File: config.mk
export PLATFORM = sky130hd
export DESIGN_NAME = uart_tx_sched
export DESIGN_NICKNAME = d
export VERILOG_FILES = /design/src/rtl/uart_tx_sched_pkg.sv /design/src/rtl/uart_tx_sched_arb.sv /design/src/rtl/uart_tx_sched.sv
export SDC_FILE = /design/constraint.sdc
export NUM_CORES = 1
export LEC_CHECK = 0
export ABC_AREA = 1
export CAP_MARGIN = 5
export CORE_ASPECT_RATIO = 1.2
export CORE_MARGIN = 3
export CORE_UTILIZATION = 38
export DETAILED_ROUTE_END_ITERATION = 8
export PLACE_DENSITY_LB_ADDON = 0.25
export SYNTH_ARGS = -nofsm -noshare
export SYNTH_HDL_FRONTEND = slang
export SYNTH_SLANG_ARGS = --single-unit
File: constraint.sdc
create_clock -name clk -period 1.6 [get_ports clk]
set_input_delay 0.32 -clock clk [delete_from_list [all_inputs] [get_ports clk]]
set_output_delay 0.32 -clock clk [all_outputs]
set_load 0.005 [all_outputs]
File: src/rtl/uart_tx_sched_pkg.sv
// Shared definitions for the UART transmit scheduler: register indices, FSM states, bus command.
package uart_tx_sched_pkg;

  localparam logic [2:0] UART_MUX_TDR  = 3'd0;
  localparam logic [2:0] UART_MUX_RDR  = 3'd1;
  localparam logic [2:0] UART_MUX_CTRL = 3'd2;
  localparam logic [2:0] UART_MUX_STAT = 3'd3;
  localparam logic [2:0] UART_MUX_BAUD = 3'd4;

  typedef enum logic [3:0] {
    ST_INIT,
    ST_BAUD,
    ST_IDLE,
    ST_WR_TDR,
    ST_WR_CTRL,
    ST_WAIT_START,
    ST_WAIT_END,
    ST_ABORT,
    ST_RX_RD
  } uts_state_e;

  typedef struct packed {
    logic        we;
    logic [2:0]  reg_num;
    logic [31:0] wd;
  } uart_cmd_t;

  localparam uart_cmd_t CMD_POLL = '{we: 1'b0, reg_num: UART_MUX_STAT, wd: 32'h0};

endpackage

File: src/rtl/uart_tx_sched_arb.sv
// Two-input round-robin arbiter; the pointer remembers the last grantee and moves only on accept.
module uart_rr_arb2 (
  input  logic       clk,
  input  logic       rst_n,
  input  logic [1:0] req_valid,
  input  logic       accept,
  output logic       grant_idx,
  output logic       grant_vld
);

  logic ptr_q;
  logic ptr_d;

  always_comb begin
    grant_vld = |req_valid;
    grant_idx = (&req_valid) ? ~ptr_q : req_valid[1];
    ptr_d     = accept ? grant_idx : ptr_q;
  end

  // Pointer starts at 1 so requester 0 wins the first contended round.
  always_ff @(posedge clk or negedge rst_n) begin
    if (!rst_n) ptr_q <= 1'b1;
    else        ptr_q <= ptr_d;
  end

endmodule

File: src/rtl/uart_tx_sched.sv
// Bus master driving the UART register port: BAUD setup, round-robin byte sends, poll with timeout.
// Optional receive draining is compiled in with UART_SCHED_RX_EN.
module uart_tx_sched
  import uart_tx_sched_pkg::*;
#(
  parameter logic [31:0] BAUD_DIV    = 32'd103,
  parameter int          TIMEOUT_CYC = 4096,
  parameter int          TO_W        = 13
) (
  input  logic        clk,
  input  logic        rst_n,
  input  logic        req0_valid,
  input  logic [7:0]  req0_data,
  output logic        req0_ready,
  input  logic        req1_valid,
  input  logic [7:0]  req1_data,
  output logic        req1_ready,
  output logic        grant_id,
  output logic        busy,
  output logic        err_timeout,
  input  logic        err_clr,
  output logic        uart_we,
  output logic [2:0]  uart_reg_num,
  output logic [31:0] uart_wd,
  input  logic [31:0] uart_rd,
  output logic        rx_valid,
  output logic [7:0]  rx_data
);

  localparam logic [TO_W-1:0] TO_MAX = TO_W'(TIMEOUT_CYC - 1);

  uts_state_e      state_q, state_d;
  logic [7:0]      byte_q, byte_d;
  logic            grant_id_q, grant_id_d;
  logic [TO_W-1:0] to_cnt_q, to_cnt_d;
  logic            primed_q, primed_d;
  logic            err_q, err_d;
  uart_cmd_t       cmd_q, cmd_d;
  logic            accept;
  logic            rx_take;
  logic            grant_idx;
  logic            grant_vld;

  uart_rr_arb2 u_arb (
    .clk       (clk),
    .rst_n     (rst_n),
    .req_valid ({req1_valid, req0_valid}),
    .accept    (accept),
    .grant_idx (grant_idx),
    .grant_vld (grant_vld)
  );

`ifdef UART_SCHED_RX_EN
  logic       rx_valid_q, rx_valid_d;
  logic [7:0] rx_data_q, rx_data_d;
  logic       unused_rd;
  assign unused_rd = ^uart_rd[30:8];
`else
  logic unused_rd;
  assign unused_rd = ^uart_rd[31:1];
`endif

  always_comb begin
    state_d    = state_q;
    byte_d     = byte_q;
    grant_id_d = grant_id_q;
    to_cnt_d   = to_cnt_q;
    accept     = 1'b0;
    rx_take    = 1'b0;
    req0_ready = 1'b0;
    req1_ready = 1'b0;
`ifdef UART_SCHED_RX_EN
    rx_valid_d = 1'b0;
    rx_data_d  = rx_data_q;
`endif
    case (state_q)
      ST_INIT:    state_d = ST_BAUD;
      ST_BAUD:    state_d = ST_IDLE;
      ST_IDLE: begin
`ifdef UART_SCHED_RX_EN
        rx_take = primed_q & uart_rd[31];
`endif
        if (rx_take) begin
          state_d = ST_RX_RD;
        end else if (grant_vld) begin
          accept     = 1'b1;
          req0_ready = ~grant_idx;
          req1_ready = grant_idx;
          byte_d     = grant_idx ? req1_data : req0_data;
          grant_id_d = grant_idx;
          state_d    = ST_WR_TDR;
        end
      end
      ST_WR_TDR:  state_d = ST_WR_CTRL;
      ST_WR_CTRL: begin
        state_d  = ST_WAIT_START;
        to_cnt_d = '0;
      end
      // Success is checked before the timeout so a late but valid status still counts.
      ST_WAIT_START: begin
        if (primed_q && uart_rd[0]) begin
          state_d  = ST_WAIT_END;
          to_cnt_d = '0;
        end else if (to_cnt_q == TO_MAX) begin
          state_d = ST_ABORT;
        end else begin
          to_cnt_d = to_cnt_q + TO_W'(1);
        end
      end
      ST_WAIT_END: begin
        if (primed_q && !uart_rd[0]) begin
          state_d = ST_IDLE;
        end else if (to_cnt_q == TO_MAX) begin
          state_d = ST_ABORT;
        end else begin
          to_cnt_d = to_cnt_q + TO_W'(1);
        end
      end
      ST_ABORT:   state_d = ST_IDLE;
`ifdef UART_SCHED_RX_EN
      ST_RX_RD: begin
        if (primed_q) begin
          rx_valid_d = 1'b1;
          rx_data_d  = uart_rd[7:0];
          state_d    = ST_IDLE;
        end
      end
`endif
      default:    state_d = ST_INIT;
    endcase
  end

  // Bus command is decoded from the next state so the registered port lines up with state_q.
  always_comb begin
    cmd_d = CMD_POLL;
    case (state_d)
      ST_BAUD:    cmd_d = '{we: 1'b1, reg_num: UART_MUX_BAUD, wd: BAUD_DIV};
      ST_WR_TDR:  cmd_d = '{we: 1'b1, reg_num: UART_MUX_TDR,  wd: {24'h0, byte_d}};
      ST_WR_CTRL: cmd_d = '{we: 1'b1, reg_num: UART_MUX_CTRL, wd: 32'h1};
      ST_ABORT:   cmd_d = '{we: 1'b1, reg_num: UART_MUX_CTRL, wd: 32'h0};
      ST_RX_RD:   cmd_d = '{we: 1'b0, reg_num: UART_MUX_RDR,  wd: 32'h0};
      default:    cmd_d = CMD_POLL;
    endcase
    primed_d = (cmd_d.reg_num == cmd_q.reg_num);
    err_d    = (state_d == ST_ABORT) ? 1'b1 : (err_clr ? 1'b0 : err_q);
  end

  always_ff @(posedge clk or negedge rst_n) begin
    if (!rst_n) begin
      state_q    <= ST_INIT;
      byte_q     <= '0;
      grant_id_q <= 1'b0;
      to_cnt_q   <= '0;
      primed_q   <= 1'b0;
      err_q      <= 1'b0;
      cmd_q      <= CMD_POLL;
    end else begin
      state_q    <= state_d;
      byte_q     <= byte_d;
      grant_id_q <= grant_id_d;
      to_cnt_q   <= to_cnt_d;
      primed_q   <= primed_d;
      err_q      <= err_d;
      cmd_q      <= cmd_d;
    end
  end

`ifdef UART_SCHED_RX_EN
  always_ff @(posedge clk or negedge rst_n) begin
    if (!rst_n) begin
      rx_valid_q <= 1'b0;
      rx_data_q  <= '0;
    end else begin
      rx_valid_q <= rx_valid_d;
      rx_data_q  <= rx_data_d;
    end
  end
  assign rx_valid = rx_valid_q;
  assign rx_data  = rx_data_q;
`else
  assign rx_valid = 1'b0;
  assign rx_data  = 8'h0;
`endif

  assign grant_id     = grant_id_q;
  assign busy         = (state_q != ST_IDLE);
  assign err_timeout  = err_q;
  assign uart_we      = cmd_q.we;
  assign uart_reg_num = cmd_q.reg_num;
  assign uart_wd      = cmd_q.wd;

endmodule

Word level (Yosys, flattened, before mapping)
Cells that the tools add are included.
W data, S select, Z words.
{"block": "totals", "word_cells": 62, "ff_bits": 65, "in_bits": 53, "output_inout_bits": 50}
{"block": "op_classes", "reduce_logical": 11, "eq_ne": 16, "n_bitwise": 2, "n_addsub": 1, "muxes": 22}
{"cell": "$pmux W36 S5", "count": 1}
{"cell": "$mux W13", "count": 3}
{"cell": "$pmux W13 S3", "count": 1}
{"cell": "$pmux W4 S7", "count": 1}
{"cell": "$eq A4 B3 Y1 const B", "count": 6}
{"cell": "$mux W8", "count": 3}
{"cell": "$mux W4", "count": 4}
{"cell": "$add A13 B1 Y13 const B", "count": 1}
{"cell": "$eq A13 B12 Y1 const B", "count": 1}
{"cell": "$eq A4 B2 Y1 const B", "count": 3}
{"cell": "$mux W1", "count": 9}
{"cell": "$eq A4 B1 Y1 const B", "count": 2}
{"cell": "$reduce_and A2 Y1", "count": 3}
{"cell": "$eq A4 B4 Y1 const B", "count": 1}
{"cell": "$logic_not A4 Y1", "count": 1}
{"cell": "$ne A4 B2 Y1 const B", "count": 1}
{"cell": "$reduce_or A2 Y1", "count": 2}
{"cell": "$eq A3 B3 Y1", "count": 1}
{"cell": "$reduce_bool A3 Y1", "count": 1}
{"cell": "$logic_and A1 B1 Y1", "count": 2}
{"cell": "$ne A2 B2 Y1 const B", "count": 1}
{"cell": "$not A1 Y1", "count": 2}
{"cell": "$reduce_bool A2 Y1", "count": 1}
{"cell": "$logic_not A1 Y1", "count": 1}

Depth between registers and ports, before layout
Gate-level depths: netlist of run 1.
{"block": "depth", "ltp_word": 7, "ltp_mapped": 13, "mapped_depth_nobuf": 13}

Cells and area by module
Synthesis of run 1 repeated with hierarchy kept, for this count alone.
{"block": "hier_totals", "hier_cells": 263, "area_unflattened_um2": 2200.9}
{"mod": "uart_tx_sched", "area_each_um2": 2142.1, "cells_each": 255, "n_inst": 1, "seq_area_each_um2": 1003.5}
{"mod": "uart_rr_arb2", "area_each_um2": 58.8, "cells_each": 8, "n_inst": 1, "seq_area_each_um2": 26.3}

Worst setup path after synthesis of run 1
No wires, ideal clock.
{"block": "synth_path", "kind": "register to register", "startpoint": "reg to_cnt_q[0]", "endpoint": "reg to_cnt_q[7]", "required_ps": 1482, "arrival_time_ps": 1422, "path_slack_ps": 61, "stages_incl_launch_ff": 12, "n_path_buf": 0, "path_cell_list": "dfrtp_1 -> ha_1 -> nand3_1 -> nor2_2 -> nand2_2 -> nand2_4 -> nor3_4 -> nand2_2 -> nor2_2 -> nand2_1 -> nand2_1 -> nor2_1"}
{"block": "synth_between", "elab_chain_cells": 4, "word_cells_on_any_way": 6, "cone_classes": "add/sub (1); eq/ne (1); mux (4)"}
{"element": "start: declaration", "line_no": "uart_tx_sched.sv:35", "rtl": "logic [TO_W-1:0] to_cnt_q, to_cnt_d;"}
{"element": "start signal: assignment", "line_no": "uart_tx_sched.sv:161", "rtl": "to_cnt_q <= to_cnt_d;"}
{"element": "$add A13 B1 Y13 or $eq A13 B12 Y1 (tied branches)"}
{"element": "$mux W13 (*)", "line_no": "uart_tx_sched.sv:104, uart_tx_sched.sv:113"}
{"element": "$mux W13, on equally long branches", "line_no": "uart_tx_sched.sv:111, uart_tx_sched.sv:101"}
{"element": "$pmux W13 S3 (*)", "line_no": "uart_tx_sched.sv:76", "rtl": "case (state_q)"}
Mark *: on every way between the ends. The rest lies on a longest branch, timed or not. The select of a mux whose other input is x is not followed.
A chain may end at the register's enable or synchronous reset.

Worst setup path after layout of run 1
{"block": "layout_path", "startpoint": "reg state_q[0]", "endpoint": "out req0_ready"}
{"block": "layout_between", "elab_chain_cells": 2}
{"element": "start: declaration", "line_no": "uart_tx_sched.sv:32", "rtl": "uts_state_e state_q, state_d;"}
{"element": "start signal: assignment", "line_no": "uart_tx_sched.sv:158", "rtl": "state_q <= state_d;"}
{"element": "$eq A4 B2 Y1", "line_no": "uart_tx_sched.sv:76"}
{"element": "$mux W1", "line_no": "uart_tx_sched.sv:76"}
{"element": "end: declaration", "line_no": "uart_tx_sched.sv:14", "rtl": "output logic req0_ready,"}
Every way passes these cells.

==> results.ini, run 1 <==
[cts]
htreeDepth=2
cts-buffers-inserted=5
cts_tree=done
ctsLongestPathBuffers=2
clock_latency_ns=0.29
clk_pin_slew_ns=0.08
root_buffer=clkbuf_8
numClockSinks=41

[timing]
finalMaxSlewViolations=0
finalHoldViolations=0
fin_skew_ns=0.00491
max_freq_mhz=598
fin_crit_ns=1.67
timing.final.ws_setup_ns=-0.0713
whs_ns=0.481
rsz0062_at_grt=yes
period_share_pct=104
setup_viol=8

[floorplan]
die_area_sq_um=6920
initial_utilization_pct=39.7
fp.dieW_microns=76.5
coreArea_sq_um=5710
rows=30
die_h_microns=90.5
io-pin-count=103

[run_status]
outcome=finished with violations
violations=negative setup slack

[layout]
antenna_cells=0
finalCoreUtilization_pct=57.5
drive_above_1_share_pct=34.4
fillCellCount=537
area_delta_synth_final_pct=44.9
final_nets=413

[yosys]
yosysMostFrequentCell=nand2_1
synth_top_area_share_pct=42.0
ys_ff_latch=41
syn_inst=265
synth_area_sq_um=2260
synth-main-ff-cell=dfrtp_1
synth_area_leaders=dfrtp_1, buf_4, nand2_1, inv_1, nor2_1
synth_common_cells=nand2_1, dfrtp_1, inv_1
synth_edf_count=0
ys_seq_area_share_pct=45.5
yosysTopAreaCell=dfrtp_1
postSynth.asyncResetShare_pct=100
synth_cell_types=35
yosys_warnings=0
syn_area_per_cell_sq_um=8.54

[critical_path]
cp.arrival_ns=1.35
critPathKind=register to primary output
crit_required_ns=1.28
cp-start-kind=register
endpoint_kind=primary output
cp_max_fo=3

[grt]
grt_use_met2_pct=25.7
grt-ovfl-total=0
met1_usage_pct=15.8
grt-busiest-layer=met2
grt_first_pass_wirelength_microns=7930
grt_start_max_net_pins=25
grt_pass1_vias=1829
antenna_found_initial=0
grt.total_usage_pct=14.1
use_met3_pct=3.69

[routing]
detail_route.wl_per_cell_microns=10.9
drc=0
vias_per_cell=4.18
drtIter0Drc=48
antenna_left=0
dr.pass1.iters=4
vias=1838
routed_wirelength_microns=4820

[pwr]
cellPowerDensity_nw_per_um2=1190
power_leakage_uw=0.00176
vdd_drop_max_v=0.000660

[placed_design]
io_buffer_count=38
hpwl_microns=3470
globalplace.congestion=0.782

[run]
maxCapViolations=0

[hold_path]
min_path_type=register to register

==> cell type report <==
cell class	count	area [sq um]	area share [%]
Tap cell	80	100	3.05
Sequential cell	41	1030	31.4
Multi-Input combinational cell	181	1090	33.2
Timing Repair Buffer	90	827	25.2
Clock inverter	1	7.51	0.229
Clock buffer	7	76.3	2.33
Inverter	40	150	4.58
==> critical path, stage by stage, from the launching register on <==
cell     delay (ns)
dfrtp_1        0.39
inv_2          0.09
nand2_4        0.06
nor2_4         0.15
buf_6          0.13
nand2_8        0.05
nor2_4         0.08
buf_2          0.11
==> sequential cells by signal, summed over array words and instances (netlist names) <==
signal        count
primed_q          1
u_arb.ptr_q       1
state_q           4
uart_wd           8
byte_q            8
to_cnt_q         13
uart_we           1
uart_reg_num      3
err_timeout       1
grant_id          1
==> routing by layer <==
layer  up-vias  part of all wire, %
li1        942                    -
met1       847                   41
met2        43                   52
met3         6                  5.3
met4         0                  1.3
met5         -                    0
==> cells by family after synthesis <==
family	synth area share (%)
compound gates	7.90
xor+xnor	1.93
fa+ha+maj	0.553
buf+inv	18.5
flops	45.5
other cells	0.166
simple gates	25.4
==> final timing paths <==
check	start	to	slack, ns	cells after the start
worst min-delay path	grant_id	grant_id	0.48	2
worst max-delay path	state_q[0]	req0_ready	-0.07	7
max in group asynchronous	rst_n	uart_reg_num[1]	0.55	3
worst min register to register	grant_id	grant_id	0.48	2
worst max register to register	state_q[1]	to_cnt_q[7]	-0.02	11
min in group asynchronous	rst_n	to_cnt_q[6]	0.50	2
==> report_power, final <==
part	total [uW]	internal, uW	switching [uW]	leakage (uW)
clock	663	309	354	0.0000385
combinational	1720	910	811	0.00119
sequential	1500	1350	154	0.000533
==> what timing repair did <==
item | in CTS | in global routing
endpoints found under the hold margin | 16 | 0
gates cloned | 0 | 0
hold buffers | 1 | 0
setup buffers | 12 | 6
endpoints found under the setup margin | 16 | 29
pin swaps | 4 | 18
resized for setup | 36 | 40
==> placed cells by master (no fill, tap or decap), types with 4 or more instances in the layout <==
cell type,instances
inv_1,31
buf_6,13
nand3_1,7
buf_4,37
xor2_1,5
nand2_1,42
nand3_2,6
clkdlybuf4s50_1,30
nor2_4,4
o21ai_0,5
conb_1,34
nand2_4,8
nand2_2,14
inv_2,9
o21ai_1,7
nor2_1,19
clkbuf_8,5
a21oi_1,5
dfrtp_1,38
==> metrics by stage <==
stage	setup slack, ns	TNS (ns)	cells	instance area [sq um]	total power, uW
6_report	-0.0713	-0.189	440	3280	3890
5_1_grt	-0.156	-1.90	440	3280	4190
4_1_cts	-0.0743	-0.238	437	3120	3740
3_5_place_dp	-0.372	-7.80	416	2880	2900
3_3_place_gp	-0.375	-7.15	416	2880	2880
2_1_floorplan	0.0606	0	298	2390	2260
Note: power is estimated with default switching activity, not from simulation.
==> run 2, diff against run 1 <==
==> constraint.sdc (replaced) <==
create_clock -name clk -period 1.6 [get_ports clk]
set_input_delay 0.16 -clock clk [delete_from_list [all_inputs] [get_ports clk]]
set_output_delay 0.16 -clock clk [all_outputs]
set_load 0.005 [all_outputs]
==> results.ini, run 2 (same netlist as run 1, synthesis figures left out) <==
[placed_design]
globalplace.congestion=0.810  ; +3.5%
dp_cells=412  ; -0.96%
dpl_cell_area_sq_um=2850  ; -1.0%
hpwl_microns=3460  ; -0.28%
pre_cts_ws_ns=-0.152  ; +0.220 ns
io_buffer_count=38  ; unchanged

[pwr]
vdd_drop_max_v=0.000716  ; +8.4%
total_power_uw=4170  ; +7.3%
p_clk_share_pct=21.3  ; +4.2 points
power_leakage_uw=0.00176  ; about the same
pwr-share-comb_pct=42.8  ; -1.5 points
power.internal_uw=2800  ; +9.1%
cellPowerDensity_nw_per_um2=1240  ; +4.7%
netSwitchingPower_uw=1370  ; +3.8%
swShare_pct=32.8  ; -1.1 points
seqPwrFrac_pct=35.9  ; -2.8 points

[critical_path]
cp-start-kind=register
critPathKind=register to register
crit_required_ns=1.80  ; +0.52 ns
rr_worst_depth=10  ; -1
cp_max_fo=4  ; +1
cp_num_buf_inv=2  ; -1
endpoint_kind=register
cp.arrival_ns=1.82  ; +0.47 ns
crit_family=simple AND/OR/NAND/NOR gates
cpMaxStageDelayCell=dfrtp_1
critical_path_depth=10  ; +3
max_stage_delay_ns=0.43  ; +0.04 ns
path_cells=buf_6 > nand2_4 > nand2_4 > a21oi_4 > nand2_4 > nor3_4 > buf_4 > nand3_2 > nor2_1 > nor2_1
cp_common_cell=nand2_4

[routing]
dr.pass1.iters=4  ; unchanged
detail_route.wl_per_cell_microns=11.3  ; +3.0%
drtIter0Drc=43  ; -10%
drc=0  ; unchanged
antenna_left=0  ; unchanged
vias=1895  ; +3.1%
vias_per_cell=4.27  ; +2.2%
routed_wirelength_microns=5010  ; +4.0%

[timing]
fin_crit_ns=1.62  ; -0.0516 ns
setup_viol=4  ; -4
whs_ns=0.344  ; -0.138 ns
max_freq_mhz=617  ; +3.2%
timing.final.ws_setup_ns=-0.0197  ; +0.0516 ns
finalMaxSlewViolations=0  ; unchanged
period_share_pct=101  ; -3.2 points
fin_skew_ns=0.0101  ; +0.00516 ns
rsz0062_at_grt=yes
finalHoldViolations=0  ; unchanged

[floorplan]
die_area_sq_um=6920  ; unchanged
initial_utilization_pct=39.7  ; unchanged
fp.dieW_microns=76.5  ; unchanged
io-pin-count=103  ; unchanged
rows=30  ; unchanged
coreArea_sq_um=5710  ; unchanged
die_h_microns=90.5  ; unchanged

[layout]
largest_reg_flops=13  ; unchanged
regMostFlops=to_cnt_q
design_area_sq_um=3360  ; +2.6%
antenna_cells=0  ; unchanged
final_common_cell=buf_4
final_cell_mix=buf_4, nand2_1, dfrtp_1
drive_above_1_share_pct=36.0  ; +1.5 points
final_nets=417  ; +0.97%
final_cells=444  ; +0.91%
area_delta_synth_final_pct=48.6

[grt]
grt_first_pass_wirelength_microns=7910  ; -0.18%
grt-ovfl-total=0  ; unchanged
grt.total_usage_pct=14.0  ; -0.093 points
antenna_found_initial=0  ; unchanged
grt_start_max_net_pins=24  ; -4.0%
grt_pass1_vias=1899  ; +3.8%

[cts]
htreeDepth=2  ; unchanged
numClockSinks=41  ; unchanged
root_buffer=clkbuf_8
cts-buffers-inserted=5  ; unchanged
cts_tree=done
clk_pin_slew_ns=0.08  ; about the same
clock_latency_ns=0.29  ; about the same
ctsLongestPathBuffers=2  ; unchanged

[run_status]
violations=negative setup slack
outcome=finished with violations

[hold_path]
min_path_type=primary input to async pin

[run]
maxCapViolations=0  ; unchanged

-- run 2: metrics by stage --
stage | TNS (ns) | util, %
floorplan | 0 | -
global placement | -0.988 | 49.9
detailed placement | -1.41 | 49.9
CTS | -0.124 | 54.3
global route | -0.861 | 58.9
finish | -0.0319 | 58.9
-- run 2: worst paths after layout --
kind / slack, ns / end / start
worst max-delay path: -0.02 / to_cnt_q[9] / state_q[1]
min in group clk: 0.42 / err_timeout / err_clr
worst min-delay path: 0.34 / to_cnt_q[7] / rst_n
worst min register to register: 0.47 / u_arb.ptr_q / u_arb.ptr_q
worst max register to register: -0.02 / to_cnt_q[9] / state_q[1]
max in group asynchronous: 0.68 / u_arb.ptr_q / rst_n
-- run 2: power groups by stage --
stage	combinational [uW]	clock [uW]	sequential (uW)
2_1_floorplan	765	0	1500
3_3_place_gp	1390	0	1490
3_5_place_dp	1410	0	1490
4_1_cts	1520	915	1480
5_1_grt	1980	950	1530
6_report	1780	890	1500
-- run 2: layer usage --
metal	wire length [microns]	track usage [%]	vias to the layer above
met5	0	0	-
met4	106	4.98	0
met3	298	3.89	12
met2	2630	25.4	54
met1	1980	15.4	877
li1	-	-	952
-- run 2: cell type report --
cell class                 count  area, sq um
fill                         506         2340
clock buffer                   6         82.6
multi-input combinational    181         1120
sequential                    41         1030
timing repair buffer          94          846
tap                           80          100
clock inverter                 2         37.5
inverter                      40          150
-- run 2: what timing repair did --
| item | 4_1_cts | 5_1_grt |
|---|---|---|
| setup endpoints to repair | 10 | 30 |
| resized for setup | 16 | 53 |
| hold buffers | 1 | 0 |
| endpoints found under the hold margin | 16 | 0 |
| pin swaps | 10 | 22 |
| setup buffers | 9 | 15 |
| gates cloned | 0 | 0 |
==> run 3, diff against run 2 <==
--- a/config.mk
+++ b/config.mk
@@ -9,9 +9,10 @@
 export CAP_MARGIN = 5
 export CORE_ASPECT_RATIO = 1.2
 export CORE_MARGIN = 3
-export CORE_UTILIZATION = 38
+export CORE_UTILIZATION = 37
 export DETAILED_ROUTE_END_ITERATION = 8
 export PLACE_DENSITY_LB_ADDON = 0.25
 export SYNTH_ARGS = -nofsm -noshare
 export SYNTH_HDL_FRONTEND = slang
+export SYNTH_HIERARCHICAL = 1
 export SYNTH_SLANG_ARGS = --single-unit
==> results.ini, run 3 <==
[critical_path]
cp_max_fo=4  ; unchanged
crit_required_ns=1.77  ; -0.03 ns
crit_family=buffers and inverters
rr_worst_depth=12  ; +2
r2r_start=state_q[0]
cp.arrival_ns=1.75  ; -0.07 ns
r2r_slack_ns=0.03  ; +0.05 ns
path_cells=inv_2 > nand2_4 > inv_2 > nand3_2 > buf_4 > buf_4 > nand2_1 > inv_1 > nand2_2 > nand4_4 > a21oi_2 > nor2_1
r2r-end=primed_q
cp_num_buf_inv=5  ; +3
cp-start-kind=register
critPathKind=register to register
max_stage_delay_ns=0.40  ; -0.03 ns
endpoint_kind=register
cpMaxStageDelayCell=dfrtp_1

[routing]
drc=0  ; unchanged
dr.pass1.iters=4  ; unchanged
antenna_left=0  ; unchanged
vias_per_cell=4.27  ; about the same
vias=1819  ; -4.0%
detail_route.wl_per_cell_microns=11.0  ; -2.5%
routed_wirelength_microns=4680  ; -6.5%
drtIter0Drc=52  ; +21%

[grt]
use_met3_pct=3.09  ; -0.80 points
grt_start_max_net_pins=42  ; +75%
met1_usage_pct=14.1  ; -1.4 points
grt.total_usage_pct=13.3  ; -0.71 points
grt_first_pass_wirelength_microns=7380  ; -6.8%
grt_pass1_vias=1699  ; -11%
grt_use_met2_pct=24.7  ; -0.66 points
grt-ovfl-total=0  ; unchanged
antenna_found_initial=0  ; unchanged
grt-busiest-layer=met2

[pwr]
power_leakage_uw=0.00157  ; -11%
power.internal_uw=2160  ; -23%
cellPowerDensity_nw_per_um2=1010  ; -19%
netSwitchingPower_uw=1020  ; -25%
seqPwrFrac_pct=44.9  ; +9.0 points
swShare_pct=32.2  ; -0.68 points
vdd_drop_max_v=0.000534  ; -25%
pwr-share-comb_pct=35.0  ; -7.8 points
p_clk_share_pct=20.1  ; -1.2 points

[cts]
root_buffer=clkbuf_8
cts-buffers-inserted=5  ; unchanged
clk_pin_slew_ns=0.07  ; about the same
ctsLongestPathBuffers=2  ; unchanged
cts_tree=done
clock_latency_ns=0.29  ; about the same
htreeDepth=2  ; unchanged
numClockSinks=41  ; unchanged

[hold_path]
min_path_type=primary input to register
min_to=err_timeout
hold_path.startpoint=err_clr
hold_path_depth=2

[timing]
finalHoldViolations=0  ; unchanged
max_slew_margin_pct=64.7
max_freq_mhz=636  ; +3.1%
fin_crit_ns=1.57  ; -0.0481 ns
worstMarginPinSlew_ns=0.530
setup_viol=0  ; -4
finalMaxSlewViolations=0  ; unchanged
fin_skew_ns=0.0113  ; +0.00119 ns
rsz0062_at_grt=yes
period_share_pct=98.2  ; -3.0 points
whs_ns=0.447  ; +0.103 ns

[floorplan]
initial_utilization_pct=38.6  ; -1.1 points
die_area_sq_um=6910  ; -0.13%
io-pin-count=103  ; unchanged
rows=30  ; unchanged
die_h_microns=90.5  ; about the same
coreArea_sq_um=5710  ; unchanged
fp.dieW_microns=76.4  ; about the same

[layout]
final_nets=399  ; -4.3%
seq_area_sq_um=1030  ; +0.36%
largest_reg_flops=13  ; unchanged
antenna_cells=0  ; unchanged
area_delta_synth_final_pct=43.2
regMostFlops=to_cnt_q
final_common_cell=nand2_1
final_cell_mix=nand2_1, dfrtp_1, conb_1, clkdlybuf4s50_1, inv_1
drive_above_1_share_pct=28.6  ; -7.4 points
multi_input_area_sq_um=1120  ; -0.11%
fillCellCount=552  ; +9.1%
finalCoreUtilization_pct=55.2  ; -3.7 points

[yosys]
synth-main-ff-cell=dfrtp_1
synth_edf_count=0  ; unchanged
syn_inst=263  ; -0.75%
syn_area_per_cell_sq_um=8.37  ; -2.0%
synth_top_area_share_pct=43.2  ; +1.2 points
synth_area_leaders=dfrtp_1, buf_4, nand2_1, inv_1, nand3_1
yosys_warnings=6  ; +6
ys_ff_latch=41  ; unchanged
ys_seq_area_share_pct=46.8  ; +1.3 points
postSynth.asyncResetShare_pct=100  ; unchanged
synth_cell_types=31  ; -11%
yosysTopAreaCell=dfrtp_1
synth_common_cells=nand2_1, dfrtp_1, inv_1
synth_area_sq_um=2200  ; -2.8%
yosysMostFrequentCell=nand2_1

[run_status]
outcome=finished clean

[placed_design]
hpwl_microns=3440  ; -0.47%
globalplace.congestion=0.776  ; -4.2%
io_buffer_count=38  ; unchanged

[run]
maxCapViolations=0  ; unchanged

[run 3: cell types whose count changed after synthesis, moves of 3 or more]
| cell | delta |
|---|---|
| nand3_1 | +5 |
| nand2_2 | -8 |
| nor2_2 | +4 |
| a31oi_1 | +3 |
| nor2_1 | -7 |
| inv_2 | -4 |
| nor3_1 | +6 |
| nand2_1 | +6 |
[run 3: layer usage]
metal / vias up / wire (microns)
li1: 926 / -
met1: 853 / 1850
met2: 33 / 2590
met3: 7 / 165
met4: 0 / 78
met5: - / 0
[run 3: repair_timing]
| action | CTS | global route |
|---|---|---|
| hold endpoints to repair | 38 | 0 |
| pin swaps | 7 | 14 |
| setup buffers | 6 | 4 |
| hold buffers | 1 | 0 |
| setup endpoints to repair | 14 | 26 |
| gates resized for setup | 20 | 51 |
[run 3: how the worst max path moves through the flow]
stage | from | end | slack (ns) | depth (start not counted)
finish | state_q[0] | primed_q | 0.03 | 12
global route | state_q[3] | to_cnt_q[6] | -0.10 | 11
detailed placement | req1_valid | uart_wd[5] | -0.18 | 8
floorplan | to_cnt_q[0] | to_cnt_q[5] | 0.11 | 9
CTS | state_q[3] | uart_wd[3] | -0.03 | 11
global placement | req1_valid | uart_wd[1] | -0.18 | 7
[run 3: worst register-to-register path, cell delays in order, from the launching register on]
cell     delay [ns]
dfrtp_1        0.40
inv_2          0.08
nand2_4        0.06
inv_2          0.06
nand3_2        0.08
buf_4          0.15
buf_4          0.12
nand2_1        0.05
inv_1          0.06
nand2_2        0.08
nand4_4        0.11
a21oi_2        0.15
nor2_1         0.05
[run 3: metrics by stage]
stage,setup TNS (ns),setup WS (ns),area [sq um],cells,power (uW)
after global routing,-0.433,-0.102,3150,426,3420
after detailed placement,-2.01,-0.182,2750,407,2350
after floorplan,0,0.107,2320,296,1960
after CTS,-0.0508,-0.0304,2940,422,3060
final,0,0.0284,3150,426,3190
after global placement,-1.48,-0.179,2750,407,2340
[run 3: layout make-up]
| type | instances | area share (%) |
|---|---|---|
| Tap cell | 80 | 3.18 |
| Clock buffer | 7 | 2.42 |
| Inverter | 38 | 4.53 |
| Sequential cell | 41 | 32.8 |
| Clock inverter | 1 | 0.159 |
| Timing Repair Buffer | 76 | 21.5 |
| Multi-Input combinational cell | 183 | 35.4 |
[run 3: power by group through the flow]
stage,sequential (uW),combinational [uW],clock (uW)
final,1430,1120,640
after global routing,1450,1250,721
after CTS,1410,983,665
after detailed placement,1430,924,0
after global placement,1420,913,0
after floorplan,1420,538,0
[run 3: cells by family after synthesis]
group | Yosys count | synth area share, %
AO/OA/AOI/OAI | 28 | 7.45
adder cells (fa/ha/maj) | 1 | 0.568
AND/OR/NAND/NOR | 115 | 25.1
XOR/XNOR | 5 | 1.99
other | 1 | 0.170
buffers and inverters | 72 | 17.9
flip-flops | 41 | 46.8
